$ cat config.mk
export PLATFORM = sky130hd
export DESIGN_NAME = mult_share_ctrl
export DESIGN_NICKNAME = d
export VERILOG_FILES = /design/src/rtl/mult_share_pkg.sv /design/src/rtl/multiplier_sam.sv /design/src/rtl/rr_arb2.sv /design/src/rtl/mult_share_ctrl.sv
export SDC_FILE = /design/constraint.sdc
export NUM_CORES = 1
export LEC_CHECK = 0
export CORE_MARGIN = 10
export CORE_UTILIZATION = 35
export DETAILED_ROUTE_END_ITERATION = 6
export GPL_TIMING_DRIVEN = 0
export PLACE_DENSITY = 0.57
export SETUP_SLACK_MARGIN = 0.5
export SLEW_MARGIN = 20
export SYNTH_ARGS = -nofsm -noshare
export SYNTH_HDL_FRONTEND = slang
export SYNTH_SLANG_ARGS = --single-unit
$ cat constraint.sdc
create_clock -name clk -period 9.2 [get_ports clk]
set_input_delay 1.38 -clock clk [delete_from_list [all_inputs] [get_ports clk]]
set_output_delay 1.38 -clock clk [all_outputs]
set_load 0.01 [all_outputs]
$ cat src/rtl/mult_share_pkg.sv
// Shared definitions for the multiplier-sharing controller: operand and
// product widths, FSM state encoding and the high-pass alignment helper.
package mult_share_pkg;

   localparam int PROD_W = 8;
   localparam int OPA_W  = 4;
   localparam int OPB_W  = 4;

   typedef enum logic [1:0] {
      IDLE = 2'd0,
      LO   = 2'd1,
      HI   = 2'd2,
      DONE = 2'd3
   } state_t;

   // The high pass multiplies by a[3] only, so P never exceeds 15.
   // Its low nibble is therefore the whole partial product, weighted by 8.
   function automatic logic [PROD_W-1:0] hiTerm(input logic [6:0] p);
      return {1'b0, p[3:0], 3'b000};
   endfunction

endpackage

$ cat src/rtl/multiplier_sam.sv
// Combinational 3x4 unsigned multiplier shared by both requesters.
module multiplier_sam (
   input  logic [2:0] A_in,
   input  logic [3:0] B_in,
   output logic [6:0] P
);

   // Plain unsigned product, widened to 7 bits before multiplying.
   assign P = 7'(A_in) * 7'(B_in);

endmodule

$ cat src/rtl/rr_arb2.sv
// Two-input arbiter that remembers which requester was granted last.
// Grants are only issued while the controller is able to accept.
module rr_arb2 #(
   parameter bit RR_EN = 1'b1
) (
   input  logic clk,
   input  logic rst,
   input  logic i_enable,
   input  logic i_valid0,
   input  logic i_valid1,
   output logic o_grant0,
   output logic o_grant1
);

   logic r_lastGrant;

   // Choose a winner; on a tie either alternate or favour requester 0.
   always_comb begin
      o_grant0 = 1'b0;
      o_grant1 = 1'b0;
      if (i_enable) begin
         if (i_valid0 && i_valid1) begin
            if (RR_EN && !r_lastGrant) begin
               o_grant1 = 1'b1;
            end else begin
               o_grant0 = 1'b1;
            end
         end else begin
            o_grant0 = i_valid0;
            o_grant1 = i_valid1;
         end
      end
   end

   // Record the winner; starts at 1 so requester 0 wins the first tie.
   always_ff @(posedge clk or posedge rst) begin
      if (rst) begin
         r_lastGrant <= 1'b1;
      end else if (o_grant0) begin
         r_lastGrant <= 1'b0;
      end else if (o_grant1) begin
         r_lastGrant <= 1'b1;
      end
   end

endmodule

$ cat src/rtl/mult_share_ctrl.sv
// Sequences 4x4 multiplies from two requesters through one 3x4 multiplier:
// a low pass on a[2:0] followed by a high pass on a[3] shifted by 3.
import mult_share_pkg::*;

module mult_share_ctrl #(
   parameter bit RR_EN = 1'b1
) (
   input  logic              clk,
   input  logic              rst,
   input  logic              req0_valid,
   output logic              req0_ready,
   input  logic [OPA_W-1:0]  req0_a,
   input  logic [OPB_W-1:0]  req0_b,
   input  logic              req1_valid,
   output logic              req1_ready,
   input  logic [OPA_W-1:0]  req1_a,
   input  logic [OPB_W-1:0]  req1_b,
   output logic              rsp_valid,
   input  logic              rsp_ready,
   output logic              rsp_id,
   output logic [PROD_W-1:0] rsp_p,
   output logic              busy
);

   state_t             r_state;
   state_t             w_nextState;
   logic [OPA_W-1:0]   r_a;
   logic [OPB_W-1:0]   r_b;
   logic               r_id;
   logic [PROD_W-1:0]  r_acc;
   logic               w_grant0;
   logic               w_grant1;
   logic [2:0]         w_mulA;
   logic [3:0]         w_mulB;
   logic [6:0]         w_mulP;

   rr_arb2 #(
      .RR_EN (RR_EN)
   ) u_arb (
      .clk      (clk),
      .rst      (rst),
      .i_enable (r_state == IDLE),
      .i_valid0 (req0_valid),
      .i_valid1 (req1_valid),
      .o_grant0 (w_grant0),
      .o_grant1 (w_grant1)
   );

   multiplier_sam u_mul (
      .A_in (w_mulA),
      .B_in (w_mulB),
      .P    (w_mulP)
   );

   // Advance the FSM and steer the multiplier; it idles at zero outside LO/HI.
   always_comb begin
      w_nextState = r_state;
      w_mulA      = 3'd0;
      w_mulB      = 4'd0;
      case (r_state)
         IDLE: begin
            if (w_grant0 || w_grant1) begin
               w_nextState = LO;
            end
         end
         LO: begin
            w_mulA      = r_a[2:0];
            w_mulB      = r_b;
            w_nextState = HI;
         end
         HI: begin
            w_mulA      = {2'b00, r_a[3]};
            w_mulB      = r_b;
            w_nextState = DONE;
         end
         DONE: begin
            if (rsp_ready) begin
               w_nextState = IDLE;
            end
         end
      endcase
   end

   // State register; reset abandons any operation in flight.
   always_ff @(posedge clk or posedge rst) begin
      if (rst) begin
         r_state <= IDLE;
      end else begin
         r_state <= w_nextState;
      end
   end

   // Latch operands on acceptance and build the product over two passes.
   // The accumulator doubles as the response register and holds through DONE.
   always_ff @(posedge clk or posedge rst) begin
      if (rst) begin
         r_a   <= '0;
         r_b   <= '0;
         r_id  <= 1'b0;
         r_acc <= '0;
      end else begin
         case (r_state)
            IDLE: begin
               if (w_grant0) begin
                  r_a  <= req0_a;
                  r_b  <= req0_b;
                  r_id <= 1'b0;
               end else if (w_grant1) begin
                  r_a  <= req1_a;
                  r_b  <= req1_b;
                  r_id <= 1'b1;
               end
            end
            LO:      r_acc <= {1'b0, w_mulP};
            HI:      r_acc <= r_acc + hiTerm(w_mulP);
            default: ;
         endcase
      end
   end

   assign req0_ready = w_grant0;
   assign req1_ready = w_grant1;
   assign rsp_valid  = (r_state == DONE);
   assign rsp_p      = r_acc;
   assign rsp_id     = r_id;
   assign busy       = (r_state != IDLE);

endmodule

==> impl_metrics.csv, run 1 <==
group,metric,value,unit
outcome,outcome,"completed",
pwr,p_leak,0.913,nW
cts,h-tree-depth,1,
drt,vias,1242,
yosys,yosysTopAreaCell,"dfrtp_1",
yosys,synth_area,1500,um^2
cells_and_area,final_core_util,47.7,%
floorplanning,ios,34,
sta,timing.final.crit_share,46.1,%
yosys,synthArstFlopShare,100,%
cts,clock-sinks,20,
worst_setup_path,worstPathRequired,7.82,ns
sta,setup_tns,0,ns
floorplanning,die_x,85.4,um
floorplanning,die-height,85.4,um
cells_and_area,num-fill-cells,392,
sta,relSlewSlack,45.8,%
cells_and_area,areaGrowthSynthToFinish,29.3,%
drt,drtPass1Iterations,4,
worst_setup_path,start_kind,"input pin",
yosys,syn_nets,201,
cts,cts_buffer_depth,2,
yosys,yosysUniqueCellTypes,39,
sta,setup_viol,0,
flow_run,max_cap_viol_count,0,
drt,ant_nets,0,
cells_and_area,layout-drive-gt1-share,10.7,%
global_route,first_global_vias,1411,
yosys,seq_area_frac_synth,33.5,%
place,hpwlAfterDp,2.88,mm
cells_and_area,insertedDiodeCount,0,
worst_setup_path,crit_path_frequent_cell,"clkdlybuf4s50_1",
floorplanning,core,4060,um^2
yosys,synthCells,160,
place,io_buffers,33,
drt,drcViolationCount,0,
cts,cts-root-buf,"clkbuf_8",
worst_setup_path,max_stage_delay,0.55,ns
cts,postCtsSetupBuffers,0,
drt,routed_wl,3.52,mm
sta,fin_skew,0.00862,ns
sta,worst_pin_slew,0.813,ns
global_route,grt_max_degree,21,
worst_setup_path,cp_cell_sequence,"clkdlybuf4s50_1, nand2_2, buf_6, nor2_1, clkdlybuf4s50_1",
yosys,synth.avg_cell_area,9.35,um^2
drt,dr.first_iter.drc_count,61,
worst_setup_path,end_kind,"output port",
sta,drv_slew,0,
global_route,antenna_found_initial,0,
cts,cts_tree,"yes",
cts,clk_pin_slew,0.07,ns
floorplanning,row_count,23,
yosys,ys.flop_type,"dfrtp_1",
cts,cts_buffers,3,
sta,timing.fmax,0.236,GHz
drt,wire_per_inst,14.2,um
yosys,synth-edff-count,0,
sta,final_hold_viol_count,0,
pwr,peakVddDrop,0.0000984,V
cts,cts.hold.buffers_added,0,
sta,fin_crit,4.24,ns
worst_setup_path,crit_fanout,10,
yosys,yosysTopAreaCellShare,31.8,%
place,gp_congestion,0.776,
worst_setup_path,slowest_stage,"clkdlybuf4s50_1",
cts,clkLatencyLatePin,0.26,ns
worst_setup_path,worstSetupPathType,"input pin to output port",
yosys,synth_warnings,0,
pwr,power_per_cell_area,303,nW/um^2
drt,routed_via_density,5.03,
floorplanning,start_util,36.9,%
sta,rsz0062_at_grt,"no",
floorplanning,die-area,7290,um^2
worst_hold_path,hold_path_class,"register to register",
yosys,synth_area_leaders,"dfrtp_1 (32%), ha_1 (13%), fa_1 (5.4%), inv_1 (4.3%), or3b_2 (4.1%)",
cells_and_area,nets,239,
yosys,synth_seq_cells,20,
worst_setup_path,arrival,2.86,ns
global_route,grt_pass1_wl,6.42,mm
global_route,overflow,0,
cts,cts_resized,0,
global_route,grt_use_total,10.4,%
[critical path, delay by kind of cell]
family,cells,cell delay (ns)
AND/OR/NAND/NOR,2,0.23
buffers and inverters,3,1.25
[layout by cell type, fill, tap and decap left out, drive strengths merged]
cell type,instances
a2111o,1
a2111oi,1
a211o,1
a21o,2
a21oi,4
a22oi,2
a2bb2oi,1
a31oi,8
a32oi,1
a41o,1
and2,6
and3,3
and3b,1
buf,6
clkbuf,4
clkdlybuf4s50,33
dfrtp,19
dfstp,1
fa,4
ha,16
inv,17
mux2,1
mux2i,3
nand2,12
nand2b,1
nand3,5
nand3b,1
nand4,1
nor2,12
nor2b,3
o211ai,1
o21a,1
o21ai,11
o22ai,2
o32a,1
or3b,8
xnor2,2
[sequential cells by signal, summed over array words and instances (netlist names)]
register and count:
rsp_p 8, r_a 4, r_b 4, r_state 2, rsp_id 1, u_arb.r_lastGrant 1
[metrics by stage]
stage               hold WS, ns  std cells  area, um^2  setup WS, ns  power, mW
floorplan                 0.488        160        1500          5.87      0.404
global placement          0.503        243        1890          4.96      0.515
detailed placement        0.529        243        1890          4.97      0.526
CTS                       0.540        247        1930          4.95      0.590
global route              0.576        247        1930          4.84      0.646
finish                    0.533        247        1930          4.96      0.585
[logic make-up (layout without fill, tap and decap cells)]
family          count (synthesis)  after routing  share of synthesized area [%]
compound gates                 38             38                           16.7
xor+xnor                        2              2                           1.17
fa+ha+maj                      20             20                           18.7
buf+inv                        23             60                           7.11
flops                          20             20                           33.5
mux                             4              4                           2.76
simple gates                   53             53                           20.0
[where the power goes]
part | internal (mW) | total (mW) | leakage, nW | switching [mW]
Clock | 0.0308 | 0.0603 | 0.0228 | 0.0295
Combinational | 0.167 | 0.364 | 0.648 | 0.197
Sequential | 0.129 | 0.161 | 0.242 | 0.0311
[Yosys cell counts (2+ instances only)]
cell type  count
and3_1         3
fa_1           4
nand2_1       11
dfrtp_1       19
nor2b_1        2
buf_2          4
inv_1         17
a31oi_1        8
a22oi_1        2
or3b_2         7
and2_1         6
o22ai_1        2
nor2_1        12
a21oi_1        4
o21ai_0       11
ha_1          16
a21o_1         2
xnor2_1        2
mux2i_1        3
buf_6          2
nand3_1        5
[cell type report]
type / instances / area, um^2 / share of cell area [%]
buffer: 6 / 42.5 / 2.20
clock buffer: 4 / 45.0 / 2.33
inverter: 17 / 63.8 / 3.30
multi-input combinational: 117 / 888 / 45.9
sequential: 20 / 502 / 25.9
tap: 50 / 62.6 / 3.23
timing repair buffer: 33 / 330 / 17.1
[layer usage]
layer	GRT usage [%]	part of all wire, %
met2	17.8	47
met3	3.73	7.9
met5	0	0
met1	11.2	43
met4	4.64	2.4
[final timing paths]
| kind | start | end | slack, ns | depth (start not counted) |
|---|---|---|---|---|
| min reg2reg | rsp_p[1]$_DFFE_PP0P_ | rsp_p[1]$_DFFE_PP0P_ | 0.53 | 2 |
| max reg2reg | r_state[0]$_DFFE_PP0P_ | rsp_p[6]$_DFFE_PP0N_ | 5.39 | 14 |
| max | req0_valid | req0_ready | 4.96 | 5 |
| min in group asynchronous | rst | r_a[1]$_DFFE_PP0P_ | 1.58 | 2 |
| min | rsp_p[1]$_DFFE_PP0P_ | rsp_p[1]$_DFFE_PP0P_ | 0.53 | 2 |
| max in group asynchronous | rst | rsp_p[7]$_DFFE_PP0N_ | 7.11 | 2 |
Power figures use the tool's default switching activity.
==> run 2, diff against run 1 <==
==> constraint.sdc (replaced) <==
create_clock -name clk -period 4.22 [get_ports clk]
set_input_delay 0.633 -clock clk [delete_from_list [all_inputs] [get_ports clk]]
set_output_delay 0.633 -clock clk [all_outputs]
set_load 0.01 [all_outputs]
==> run 2 against run 1 <==
Effect of this change:
- flip-flop and latch count did not move
- sequential share of layout area fell by 0.86 points
- clock skew fell by 0.00072 ns
- power rose by 140%
- non-clock buffer count rose by 6
==> impl_metrics.csv, run 2 (synthesized netlist as in run 1, its figures left out) <==
group,metric,value,unit
drt,drcViolationCount,0,
worst_setup_path,start_kind,"register",
worst_setup_path,r2r-end,"rsp_p[6]$_DFFE_PP0N_",
worst_setup_path,worstSetupPathType,"register to register",
floorplanning,ios,34,
pwr,seqPwrFrac,25.3,%
drt,vias,1280,
floorplanning,die_x,85.4,um
worst_setup_path,worstPathRequired,4.36,ns
floorplanning,core,4060,um^2
place,hpwlAfterDp,2.88,mm
drt,drtPass1Iterations,4,
global_route,grt_pass1_wl,6.42,mm
worst_setup_path,crit_fanout,10,
flow_run,max_cap_viol_count,0,
worst_setup_path,max_stage_delay,0.50,ns
floorplanning,row_count,23,
cells_and_area,num-fill-cells,392,
sta,relSlewSlack,46.1,%
cells_and_area,nets,245,
sta,timing.final.ws_setup,0.658,ns
cts,cts_tree,"yes",
drt,wire_per_inst,14.1,um
cts,h-tree-depth,1,
cts,cts-root-buf,"clkbuf_8",
drt,ant_nets,0,
drt,routed_via_density,5.06,
pwr,p_int,0.784,mW
global_route,antenna_found_initial,0,
place,post-place-ws,0.425,ns
sta,worst_pin_slew,0.808,ns
worst_setup_path,crit_path_frequent_cell,"ha_1",
cells_and_area,mostFrequentLayoutCells,"clkdlybuf4s50_1 (33), dfrtp_1 (19), inv_1 (16), ha_1 (16)",
pwr,power_per_cell_area,689,nW/um^2
sta,setup_viol,0,
cells_and_area,areaGrowthSynthToFinish,33.7,%
worst_setup_path,critical_path.top_delay_family,"adder cells",
sta,drv_slew,0,
worst_hold_path,hold_path_end,"rsp_p[1]$_DFFE_PP0P_",
cells_and_area,insertedDiodeCount,0,
worst_hold_path,hold_path_class,"register to register",
global_route,overflow,0,
outcome,outcome,"completed",
sta,fin_skew,0.00790,ns
worst_setup_path,slowest_stage,"fa_1",
worst_hold_path,min_from,"rsp_p[1]$_DFFE_PP0P_",
pwr,clockPowerShare,9.6,%
cts,clk_pin_slew,0.08,ns
cells_and_area,layout-drive-gt1-share,15.3,%
worst_setup_path,end_kind,"register",
global_route,grt_max_degree,21,
worst_setup_path,arrival,3.70,ns
sta,timing.fmax,0.281,GHz
cts,cts_buffers,3,
pwr,power_frac_comb,65.1,%
worst_setup_path,cp.buffers_inverters,4,
floorplanning,die-height,85.4,um
cts,clkLatencyLatePin,0.26,ns
cells_and_area,mostFrequentLayoutCell,"clkdlybuf4s50_1",
worst_hold_path,worstHoldPathCells,2,
sta,fin_crit,3.56,ns
cts,clock-sinks,20,
place,io_buffers,33,
global_route,grt_use_total,10.4,%
pwr,switching_share,43.1,%
pwr,peakVddDrop,0.000217,V
worst_setup_path,r2r_start,"r_state[1]$_DFFE_PP0P_",
sta,setup_tns,0,ns
sta,final_hold_viol_count,0,
cts,cts_buffer_depth,2,
pwr,power.switching,0.593,mW
worst_setup_path,ff2ff_path_depth,14,
floorplanning,start_util,36.9,%
sta,timing.final.crit_share,84.4,%
worst_setup_path,cp_cell_sequence,"inv_1, ha_1, buf_4, clkinvlp_4, nor2_4, nand2_1, fa_1, inv_1, ha_1, fa_1, ha_1, and3_1, a32oi_1, o211ai_1",
pwr,p_leak,0.936,nW
floorplanning,die-area,7290,um^2
drt,dr.first_iter.drc_count,60,
sta,rsz0062_at_grt,"no",
global_route,first_global_vias,1411,
cells_and_area,largest_reg_flops,8,
drt,routed_wl,3.58,mm
worst_setup_path,r2r_setup_slack,0.66,ns
worst_setup_path,crit_start,"r_state[1]$_DFFE_PP0P_",
place,gp_congestion,0.776,
-- run 2: timing repair --
| action | CTS | global route |
|---|---|---|
| endpoints found under the hold margin | 0 | 0 |
| hold buffers | 0 | 0 |
| endpoints found under the setup margin | 2 | 2 |
| pin swaps | 0 | 1 |
| resized for setup | 2 | 6 |
| setup buffers | 0 | 6 |
-- run 2: layer usage --
metal	track usage (%)	up-vias	wire length [um]
li1	-	649	-
met1	11.2	583	1500
met2	17.8	42	1700
met3	3.73	6	298
met4	4.64	0	76
met5	0	-	0
-- run 2: power by group through the flow --
stage	Sequential (mW)	Clock, mW	Combinational, mW
floorplan	0.351	0	0.531
global placement	0.349	0	0.774
detailed placement	0.353	0	0.793
CTS	0.350	0.138	0.812
global route	0.362	0.145	1.01
finish	0.348	0.132	0.897
-- run 2: worst max-delay path by stage --
stage	endpoint	slack [ns]	cells past startpoint
2_1_floorplan	rsp_p[6]$_DFFE_PP0N_	0.89	14
3_3_place_gp	rsp_p[6]$_DFFE_PP0N_	0.47	14
3_5_place_dp	rsp_p[6]$_DFFE_PP0N_	0.43	14
4_1_cts	rsp_p[7]$_DFFE_PP0N_	0.56	13
5_1_grt	rsp_p[6]$_DFFE_PP0N_	0.47	14
6_report	rsp_p[6]$_DFFE_PP0N_	0.66	14
-- run 2: worst reg2reg max path: stages (launching register included) --
cell        delay, ns
dfrtp_1          0.38
inv_1            0.11
ha_1             0.32
buf_4            0.19
clkinvlp_4       0.16
nor2_4           0.15
nand2_1          0.08
fa_1             0.48
inv_1            0.04
ha_1             0.22
fa_1             0.50
ha_1             0.35
and3_1           0.18
a32oi_1          0.18
o211ai_1         0.10
-- run 2: layout make-up --
cell class	count	area, um^2	area share, %
Tap cell	50	62.6	3.13
Clock buffer	4	45.0	2.25
Sequential cell	20	502	25.1
Timing Repair Buffer	39	375	18.8
Multi-Input combinational cell	117	903	45.2
Buffer	6	45.0	2.25
Inverter	17	67.6	3.38
-- run 2: metrics by stage --
| stage | power, mW | instance area, um^2 | util, % | hold WS (ns) | std cells |
|---|---|---|---|---|---|
| 5_1_grt | 1.51 | 2000 | 49.3 | 0.576 | 253 |
| 6_report | 1.38 | 2000 | 49.3 | 0.533 | 253 |
| 4_1_cts | 1.30 | 1940 | 47.9 | 0.540 | 247 |
| 3_5_place_dp | 1.15 | 1890 | 46.6 | 0.529 | 243 |
| 2_1_floorplan | 0.881 | 1500 | - | 0.488 | 160 |
| 3_3_place_gp | 1.12 | 1890 | 46.6 | 0.503 | 243 |
==> variant: new RTL, flow settings as in run 2 <==
The 4 states of `state_t` get a one-hot encoding in 4 bits.
--- a/src/rtl/mult_share_pkg.sv
+++ b/src/rtl/mult_share_pkg.sv
@@ -6,11 +6,11 @@
    localparam int OPA_W  = 4;
    localparam int OPB_W  = 4;
 
-   typedef enum logic [1:0] {
-      IDLE = 2'd0,
-      LO   = 2'd1,
-      HI   = 2'd2,
-      DONE = 2'd3
+   typedef enum logic [3:0] {
+      IDLE = 4'b0001,
+      LO   = 4'b0010,
+      HI   = 4'b0100,
+      DONE = 4'b1000
    } state_t;
 
    // The high pass multiplies by a[3] only, so P never exceeds 15.
Behaviour: no difference found for any inputs over 10 cycles, from zero or initial values and one cycle with rst high; not proved beyond that.
==> variant against run 2 <==
Sequential cell count up 2; setup slack better by 100 ps; clock skew down 6.7 ps; count of clock-buffer cells in the layout decreased by 1; design area shrank 5.9%; sequential share of layout area grew 4.3 points; maximum frequency up 3.0%; final cell count is 7.9% lower; routed wire length is 11% lower; synthesized area is 3.6% lower.
Power is left out: it rests on default switching activity, and per cell area and clock period it moved more than threefold.
==> variant: results <==
set metrics [dict create \
    max_freq_ghz 0.2892 \
    worstReg2RegEnd "rsp_p[7]" \
    rr_worst_depth 12 \
    rrSetupSlack_ps 760 \
    tightestPinTransition_ps 814.3 \
    status "completed" \
    place_inst 230 \
    synth_cells 147 \
    whs_ps 481.9 \
    final_core_util_pct 47.04 \
    skew_ps 1.176 \
    placed_area_um2 1836 \
    syn-num-nets 182 \
    dr.first_iter.drc_count 39 \
    routabilityCongestion 0.7612 \
    wl_met2_um 1493 \
    nets 220 \
    grtUsageMet3_pct 4.251 \
    hold_start "rsp_p[2]" \
    grt_start_max_net_pins 23 \
    totalWireLength_um 3199 \
    netlist-cell-type-count 38 \
    use_met1_pct 11.64 \
    grt_pass1_wl_um 5713 \
    critPathArrivalTime_ps 3630 \
    viasPerCell 4.974 \
    place_hpwl_um 2652 \
    slowest_delay_ps 540 \
    vias 1159 \
]
variant: cell types whose count changed in the layout (fill, tap and decap cells not counted), moves of 3 or more:
cell	run 2	this run
nor2_1	11	4
xor2_1	0	3
o21ai_0	11	1
a31oi_1	8	1
nand2_1	11	30
o21ai_1	0	8
mux2i_1	3	8
inv_1	16	7
buf_4	7	1
and3_1	1	4
and2_1	6	2
or3b_2	7	0
ha_1	16	10
variant: logic make-up after synthesis:
logic type | synth area share [%]
and+or+nand+nor | 21.51
AOI/OAI and AO/OA | 13.79
DFF | 38.33
adders and majority gates | 14.22
buffers and inverters | 4.163
muxes | 5.551
xor gates and xnor gates | 2.429
variant: area by class of cell:
class	count	share of cell area, %
multi-input combinational	113	44.35
buffer	5	1.795
timing repair buffer	33	17.55
clock buffer	3	2.194
sequential	22	29.39
inverter	7	1.396
tap	50	3.324
variant: worst min-delay path, delay by kind of cell, from the launching register on:
family | cells | cell delay, ps
simple gates | 2 | 100
flops | 1 | 350
